--- src/rtl/line_reverser_pkg.sv ---
// line_reverser_pkg: shared state encoding, ASCII constants and case helper
package line_reverser_pkg;
  typedef enum logic [1:0] {FILL, DRAIN, TERM} state_e;
  localparam logic [7:0] ASCII_CR = 8'h0D;
  localparam logic [7:0] ASCII_LF = 8'h0A;
  localparam logic [7:0] ASCII_CASE_DELTA = 8'h20;
  function automatic logic [7:0] to_upper(logic [7:0] b);
    return (b >= 8'h61 && b <= 8'h7A) ? b - ASCII_CASE_DELTA : b;
  endfunction
endpackage

--- src/rtl/line_reverser_buf.sv ---
// line_reverser_buf: DEPTH x 8 register store, one write port, registered write-first read port
module line_reverser_buf #(
  parameter int DEPTH = 64,
  parameter int AW = $clog2(DEPTH)
) (
  input  logic          clk,
  input  logic          we_i,
  input  logic [AW-1:0] waddr_i,
  input  logic [7:0]    wdata_i,
  input  logic [AW-1:0] raddr_i,
  output logic [7:0]    rdata_o
);
  logic [7:0] mem_q [DEPTH];
  logic [7:0] rdata_q;
  always_ff @(posedge clk) begin
    if (we_i) mem_q[waddr_i] <= wdata_i;
    rdata_q <= (we_i && waddr_i == raddr_i) ? wdata_i : mem_q[raddr_i];
  end
  assign rdata_o = rdata_q;
endmodule

--- src/rtl/line_reverser.sv ---
// line_reverser: buffers a line, emits it reversed then its terminator; LINE_REVERSER_UPCASE_EN upcases drained letters
module line_reverser
  import line_reverser_pkg::*;
#(
  parameter int DEPTH = 64
) (
  input  logic       clk_48mhz,
  input  logic       reset,
  input  logic [7:0] in_data,
  input  logic       in_valid,
  output logic       in_ready,
  output logic [7:0] out_data,
  output logic       out_valid,
  input  logic       out_ready,
  output logic       busy
);
  localparam int AW = $clog2(DEPTH);
  localparam int CW = AW + 1;
  state_e state_q, state_d;
  logic [CW-1:0] count_q, count_d;
  logic [7:0] term_q, term_d, rd_data, drain_byte;
  logic term_pending_q, term_pending_d, we, is_term;
  logic [AW-1:0] waddr, raddr;
  assign is_term = in_data == ASCII_CR || in_data == ASCII_LF;
  always_ff @(posedge clk_48mhz) begin
    if (reset) begin
      state_q <= FILL;
      count_q <= '0;
      term_q <= 8'h00;
      term_pending_q <= 1'b0;
    end else begin
      state_q <= state_d;
      count_q <= count_d;
      term_q <= term_d;
      term_pending_q <= term_pending_d;
    end
  end
  always_comb begin
    state_d = state_q;
    count_d = count_q;
    term_d = term_q;
    term_pending_d = term_pending_q;
    we = 1'b0;
    unique case (state_q)
      FILL: if (in_valid) begin
        if (is_term) begin
          term_d = in_data;
          term_pending_d = 1'b1;
          state_d = (count_q != '0) ? DRAIN : TERM;
        end else begin
          we = 1'b1;
          count_d = count_q + CW'(1);
          if (count_q == CW'(DEPTH - 1)) begin
            state_d = DRAIN;
            term_pending_d = 1'b0;
          end
        end
      end
      DRAIN: if (out_ready) begin
        count_d = count_q - CW'(1);
        if (count_q == CW'(1)) state_d = term_pending_q ? TERM : FILL;
      end
      TERM: if (out_ready) begin
        state_d = FILL;
        term_pending_d = 1'b0;
      end
      default: state_d = FILL;
    endcase
  end
  // read address tracks next-state count so the registered read lands on buf[count-1]
  assign waddr = AW'(count_q);
  assign raddr = AW'(count_d - CW'(1));
  line_reverser_buf #(.DEPTH(DEPTH)) u_buf (
    .clk(clk_48mhz),
    .we_i(we),
    .waddr_i(waddr),
    .wdata_i(in_data),
    .raddr_i(raddr),
    .rdata_o(rd_data)
  );
`ifdef LINE_REVERSER_UPCASE_EN
  assign drain_byte = to_upper(rd_data);
`else
  assign drain_byte = rd_data;
`endif
  assign in_ready = state_q == FILL;
  assign out_valid = state_q != FILL;
  assign busy = state_q != FILL;
  assign out_data = state_q == DRAIN ? drain_byte : state_q == TERM ? term_q : 8'h00;
endmodule

--- config.mk ---
export PLATFORM = sky130hd
export DESIGN_NAME = line_reverser
export DESIGN_NICKNAME = d
export VERILOG_FILES = /design/src/rtl/line_reverser_pkg.sv /design/src/rtl/line_reverser_buf.sv /design/src/rtl/line_reverser.sv
export SDC_FILE = /design/constraint.sdc
export NUM_CORES = 1
export LEC_CHECK = 0
export CORE_ASPECT_RATIO = 0.7
export CORE_MARGIN = 3
export CORE_UTILIZATION = 67
export CTS_CLUSTER_DIAMETER = 40
export DETAILED_ROUTE_END_ITERATION = 6
export PLACE_DENSITY_LB_ADDON = 0.25
export SYNTH_ARGS = -nofsm -noshare
export SYNTH_HDL_FRONTEND = slang
export SYNTH_SLANG_ARGS = --single-unit
--- constraint.sdc ---
create_clock -name clk_48mhz -period 7.2 [get_ports clk_48mhz]
set_clock_uncertainty 0.1 [all_clocks]
set_input_delay 1.44 -clock clk_48mhz [delete_from_list [all_inputs] [get_ports clk_48mhz]]
set_output_delay 1.44 -clock clk_48mhz [all_outputs]
set_load 0.01 [all_outputs]
Word level (Yosys, flattened, before mapping)
Memories as Yosys holds them, arrays and structs flattened. A register that Yosys moved wholly into a read port is not among the register bits.
Cells that the tools add are included.
- $add $sub $neg: 3
- equality and inequality tests: 11
- multiplexer cells: 25
- reductions and logical operators: 8
- operators by type and width (operator ; count):
    7-bit two-way mux ; 3
    8-bit by 4-bit == test with 1-bit output (second input constant) ; 2
    2-bit two-way mux ; 8
    8-bit two-way mux ; 2
    7-bit case mux with 2 select lines ; 1
    1-bit two-way mux ; 9
    2-bit != test (second input constant) ; 4
    7-bit by 1-bit adder with 7-bit output (second input constant) ; 1
    7-bit by 1-bit == test with 1-bit output (second input constant) ; 1
    7-bit by 6-bit == test with 1-bit output (second input constant) ; 1
    7-bit nonzero test ; 1
    7-bit by 1-bit subtractor with 7-bit output (second input constant) ; 1
    2-bit case mux with 3 select lines ; 1
    6-bit by 1-bit subtractor with 6-bit output (second input constant) ; 1
    5-bit AND reduction ; 1
    4-bit AND reduction ; 1
    2-bit nonzero test ; 2
    3-bit by 1-bit != test with 1-bit output (second input constant) ; 1
    3-bit AND reduction ; 1
    2-bit by 1-bit == test with 1-bit output (second input constant) ; 1
    2-bit == test (second input constant) ; 1
    2-bit logical NOT ; 1
    1-bit case mux with 2 select lines ; 1
    1-bit logical OR ; 1
- bits in registers: 18
- memory bits (writable): 512
- memories kept: 1
- memories (name ; depth ; bits a word ; rd ports ; clocked after Yosys merged registers in ; wr ports ; RTL line ; text):
    u_buf.mem_q ; 64 ; 8 ; 1 ; 1 ; 1 ; line_reverser_buf.sv:13 ; logic [7:0] mem_q [DEPTH];

Logic depth before layout (Yosys ltp)
- word-level depth: 7
- mapped depth: 10

By module
Synthesis repeated with hierarchy kept, for this count alone.
- cell total of the unflattened synthesis: 1090
- area total of the unflattened synthesis: 21356.7 sq um
- modules (own cells, without submodules) (module ; instances ; cells each ; area an instance (sq um) ; seq. area each (sq um)):
    line_reverser_buf ; 1 ; 938 ; 20126.8 ; 15494.9
    line_reverser ; 1 ; 152 ; 1229.9 ; 360.3

Worst setup path after synthesis
OpenSTA, ideal clock, no wires.
- kind: in2reg
- start: in in_data[0]
- end: mem u_buf.mem_q[59][0] (enable)
- arrival: 2.959 ns
- slack: 3.770 ns
- stages on the path: 6
- buffers on the path: 0
- cells stage by stage: and3b_1 > o211ai_1 > nand2_1 > nor2_1 > nand3_1 > nor2_1
- cells in the longest elaborated chain, start to end: 7
- elaborated cells between the ends (all ways): 8
- ends and longest elaborated chain (what ; RTL line ; text):
    start, declared ; line_reverser.sv:9 ; input logic [7:0] in_data,
    8-bit by 4-bit == test with 1-bit output ; line_reverser.sv:24 ; assign is_term = in_data == ASCII_CR || in_data == ASCII_LF;
    1-bit logical OR (*) ; line_reverser.sv:24 ;
    1-bit two-way mux (*) ; line_reverser.sv:46 ; if (is_term) begin
    1-bit two-way mux (*) ; line_reverser.sv:45 ; FILL: if (in_valid) begin
    1-bit two-way mux (*) ; line_reverser.sv:44 ; unique case (state_q)
    1-bit two-way mux (*) ; line_reverser_buf.sv:16 ; if (we_i) mem_q[waddr_i] <= wdata_i;
    1-bit two-way mux (not written as such) (*) ; line_reverser_buf.sv:16 ;
    end, declared ; line_reverser_buf.sv:13 ;
Mark *: on every way between the ends. The rest lies on a longest branch, timed or not.

==> impl_metrics.tcl <==
set metrics [dict create \
    status "finished clean" \
    dp_hpwl_mm 27.83 \
    ys_seq_elements 536 \
    clkSlewWorstSetupHoldPaths_ns 0.07 \
    timing.rr.end "u_buf.mem_q[19][2]$_DFFE_PP_" \
    yosys.area.top_type "edfxtp_1" \
    ctsResizeCount 0 \
    drive_above_1_share_pct 21.67 \
    dr_wl_met2_mm 23.47 \
    reg2reg_from "state_q[0]$_SDFFE_PP0P_" \
    syn_nets 1081 \
    start_kind "flip-flop" \
    cts_tree "done" \
    cts_hold_buf 0 \
    final_nets 1116 \
    min_to "term_q[5]$_SDFFE_PP0P_" \
    antennaDiodeCount 0 \
    setup_ws_ns 1.656 \
    synth-seq-area-share_pct 75.16 \
    path_max_fanout 39 \
    fmax_ghz 0.1804 \
    rows 53 \
    min_period_ns 5.544 \
    grt_pass1_vias 11190 \
    comb_power_share_pct 15.1 \
    postSynthCellCount 1065 \
    sw_frac_of_total_pct 25.39 \
    dr_wl_met3_mm 5.593 \
    synth_top_area_share_pct 72.89 \
    whs_path_depth 1 \
    numClockSinks 536 \
    synth_edf_count 512 \
    viasPerCell 7.092 \
    num_vias 11010 \
    drc 0 \
    start_util_pct 69.15 \
    p_seq_share_pct 48.8 \
    ioPinCount 23 \
    pre_cts_slack_ns 2.306 \
    cp-end-kind "output pin" \
    p_int_mw 5.444 \
    worstSetupPathType "flip-flop to output pin" \
    crit_arrival_ns 4.00 \
    post_cts_buffers 0 \
    first_pass_iters 6 \
    netSwitchingPower_mw 1.853 \
    gp_congestion 0.8798 \
    antenna_found_initial 0 \
    first_iter_violations 1712 \
    syn_area_um2 21090 \
    overflow 0 \
    grt_setup_unrepaired "no" \
    cts_buffers 48 \
    yosysUniqueCellTypes 53 \
    portBuffers 22 \
    tns_ns 0 \
    synth.area.top_cells "edfxtp_1, mux4_2, dfxtp_1, nor2_1, mux2i_1" \
    slew-limit-headroom_pct 18.93 \
    ant_nets 0 \
    pwr-share-clk_pct 36.1 \
    drv_slew 0 \
    wl_met1_mm 19.00 \
    areaGrowthSynthToFinish_pct 10.30 \
    clk_latency_ns 0.57 \
    p_leak_nw 7.293 \
    cp.required_ns 5.66 \
    coreArea_um2 30500 \
    worst_slew_pin_slew_ns 1.212 \
    postRouteWirelength_mm 50.12 \
    ys.warnings.count 0 \
    clock_path_buffers 3 \
    setup-violations-final 0 \
    dr.max_layer_used "met4" \
    worstHoldPathType "flip-flop to flip-flop" \
    p_per_area_nw_per_um2 313.6 \
    root_buffer "clkbuf_16" \
    die_y_um 154.5 \
    grtUsageTotal_pct 30.96 \
    fin_crit_sh_pct 77.00 \
    vdd_drop_max_mv 0.2321 \
    ys.flop_type "edfxtp_1" \
    grt_pass1_wl_mm 74.60 \
    reg2reg_slack_ns 3.59 \
    min_from "term_q[5]$_SDFFE_PP0P_" \
    wl_per_cell_um 32.29 \
    synth.avg_cell_area_um2 19.81 \
    drv_cap 0 \
    reg2regPathDepth 7 \
    ys_async_sr_fraction_pct 0 \
    grt_max_degree 66 \
    cts.htree.levels 2 \
    hold_viol 0 \
    total_power_mw 7.297 \
    die_w_um 218.1 \
    die_area_um2 33680 \
    holdWs_ns 0.3746 \
]
[worst max-delay path by stage]
stage	from	to	slack (ns)	cells past startpoint
floorplan	in_data[0]	u_buf.mem_q[59][0]$_DFFE_PP_	3.77	6
global placement	flip-flop	out_data[4]	2.35	7
detailed placement	in_data[0]	u_buf.mem_q[43][4]$_DFFE_PP_	2.31	7
CTS	flip-flop	out_data[4]	1.68	7
global route	flip-flop	out_data[4]	1.45	7
finish	flip-flop	out_data[1]	1.66	7
[cells in the final DEF, fill, tap and decap left out, types with 6 or more instances in the layout]
cell type	instances
clkdlybuf4s50_1	14
clkinv_1	9
a211oi_1	7
clkbuf_1	8
buf_4	17
clkinv_2	6
nand3_1	17
clkbuf_16	49
mux4_2	130
nor2_1	107
mux2i_1	29
a21oi_1	10
o22ai_1	9
bufinv_16	6
buf_2	8
nor3_1	9
o21ai_0	26
nand2_1	35
dfxtp_1	21
and2_1	7
nor2b_1	6
edfxtp_1	512
[registers in the layout (all words and copies together), names as in the netlist, named ones only]
| register | cells |
|---|---|
| term_q | 8 |
| count_q | 7 |
| term_pending_q | 1 |
| state_q | 2 |
| u_buf.mem_q | 512 |
[critical path, cell delays in order (launching register included)]
cell	delay, ns
dfxtp_4	0.89
buf_4	0.47
mux4_2	0.55
o22ai_1	0.26
nor2_1	0.11
o221ai_1	0.40
nand3_1	0.21
clkdlybuf4s50_1	0.53
[area by class of cell]
cell class              count  area [um2]
inverters                   5       18.77
repair buffers             40       327.8
multi-input cells         469        4926
well taps                 412       515.5
clock buffers              57        1256
clock inverters            33       356.6
flip-flops and latches    536       15870
fillers                  1604        7237
[cells by family after synthesis]
kind of cell	after synthesis	synth area share (%)
AO/OA/AOI/OAI	82	2.574
buffers and inverters	60	1.483
AND/OR/NAND/NOR	209	4.520
XOR/XNOR	9	0.3737
flip-flops	536	75.16
adder cells (fa/ha/maj)	4	0.2373
multiplexers	165	15.65
[metal layers]
metal / track usage, % / vias to the layer above
li1: - / 4410
met1: 45.10 / 5655
met2: 46.62 / 801
met3: 8.307 / 141
met4: 11.30 / 0
met5: 0 / -
[power groups by stage]
stage	clock network, mW	logic [mW]	registers, mW
final	2.63	1.10	3.56
after global routing	2.76	1.16	3.57
after CTS	2.65	1.10	3.57
after detailed placement	0	1.07	3.63
after global placement	0	1.05	3.63
after floorplan	0	0.870	3.51
[cell usage after synthesis, types with 4 or more instances]
| master | number |
|---|---|
| mux4_2 | 130 |
| a31oi_1 | 4 |
| nor2_1 | 107 |
| buf_2 | 19 |
| o22ai_1 | 9 |
| nand3b_1 | 5 |
| a211oi_1 | 7 |
| and2_1 | 7 |
| o21ai_0 | 26 |
| nand3_1 | 17 |
| mux2i_1 | 29 |
| ha_1 | 4 |
| o211ai_1 | 5 |
| mux2_2 | 5 |
| nand2_1 | 35 |
| xor2_1 | 4 |
| clkbuf_1 | 13 |
| buf_4 | 11 |
| nor2b_1 | 6 |
| a21oi_1 | 10 |
| xnor2_1 | 5 |
| nor3_1 | 9 |
| edfxtp_1 | 512 |
| o221ai_1 | 5 |
| inv_1 | 4 |
| buf_1 | 9 |
| dfxtp_1 | 24 |
[metrics by stage]
| stage | cell area, um2 | instances | util (%) |
|---|---|---|---|
| 6_report | 23270 | 1552 | 76.28 |
| 5_1_grt | 23270 | 1552 | 76.28 |
| 4_1_cts | 23270 | 1552 | 76.28 |
| 3_5_place_dp | 21650 | 1462 | 70.99 |
| 3_3_place_gp | 21650 | 1462 | 70.99 |
| 2_1_floorplan | 21090 | 1065 | - |
(Power assumes the default switching activity.)
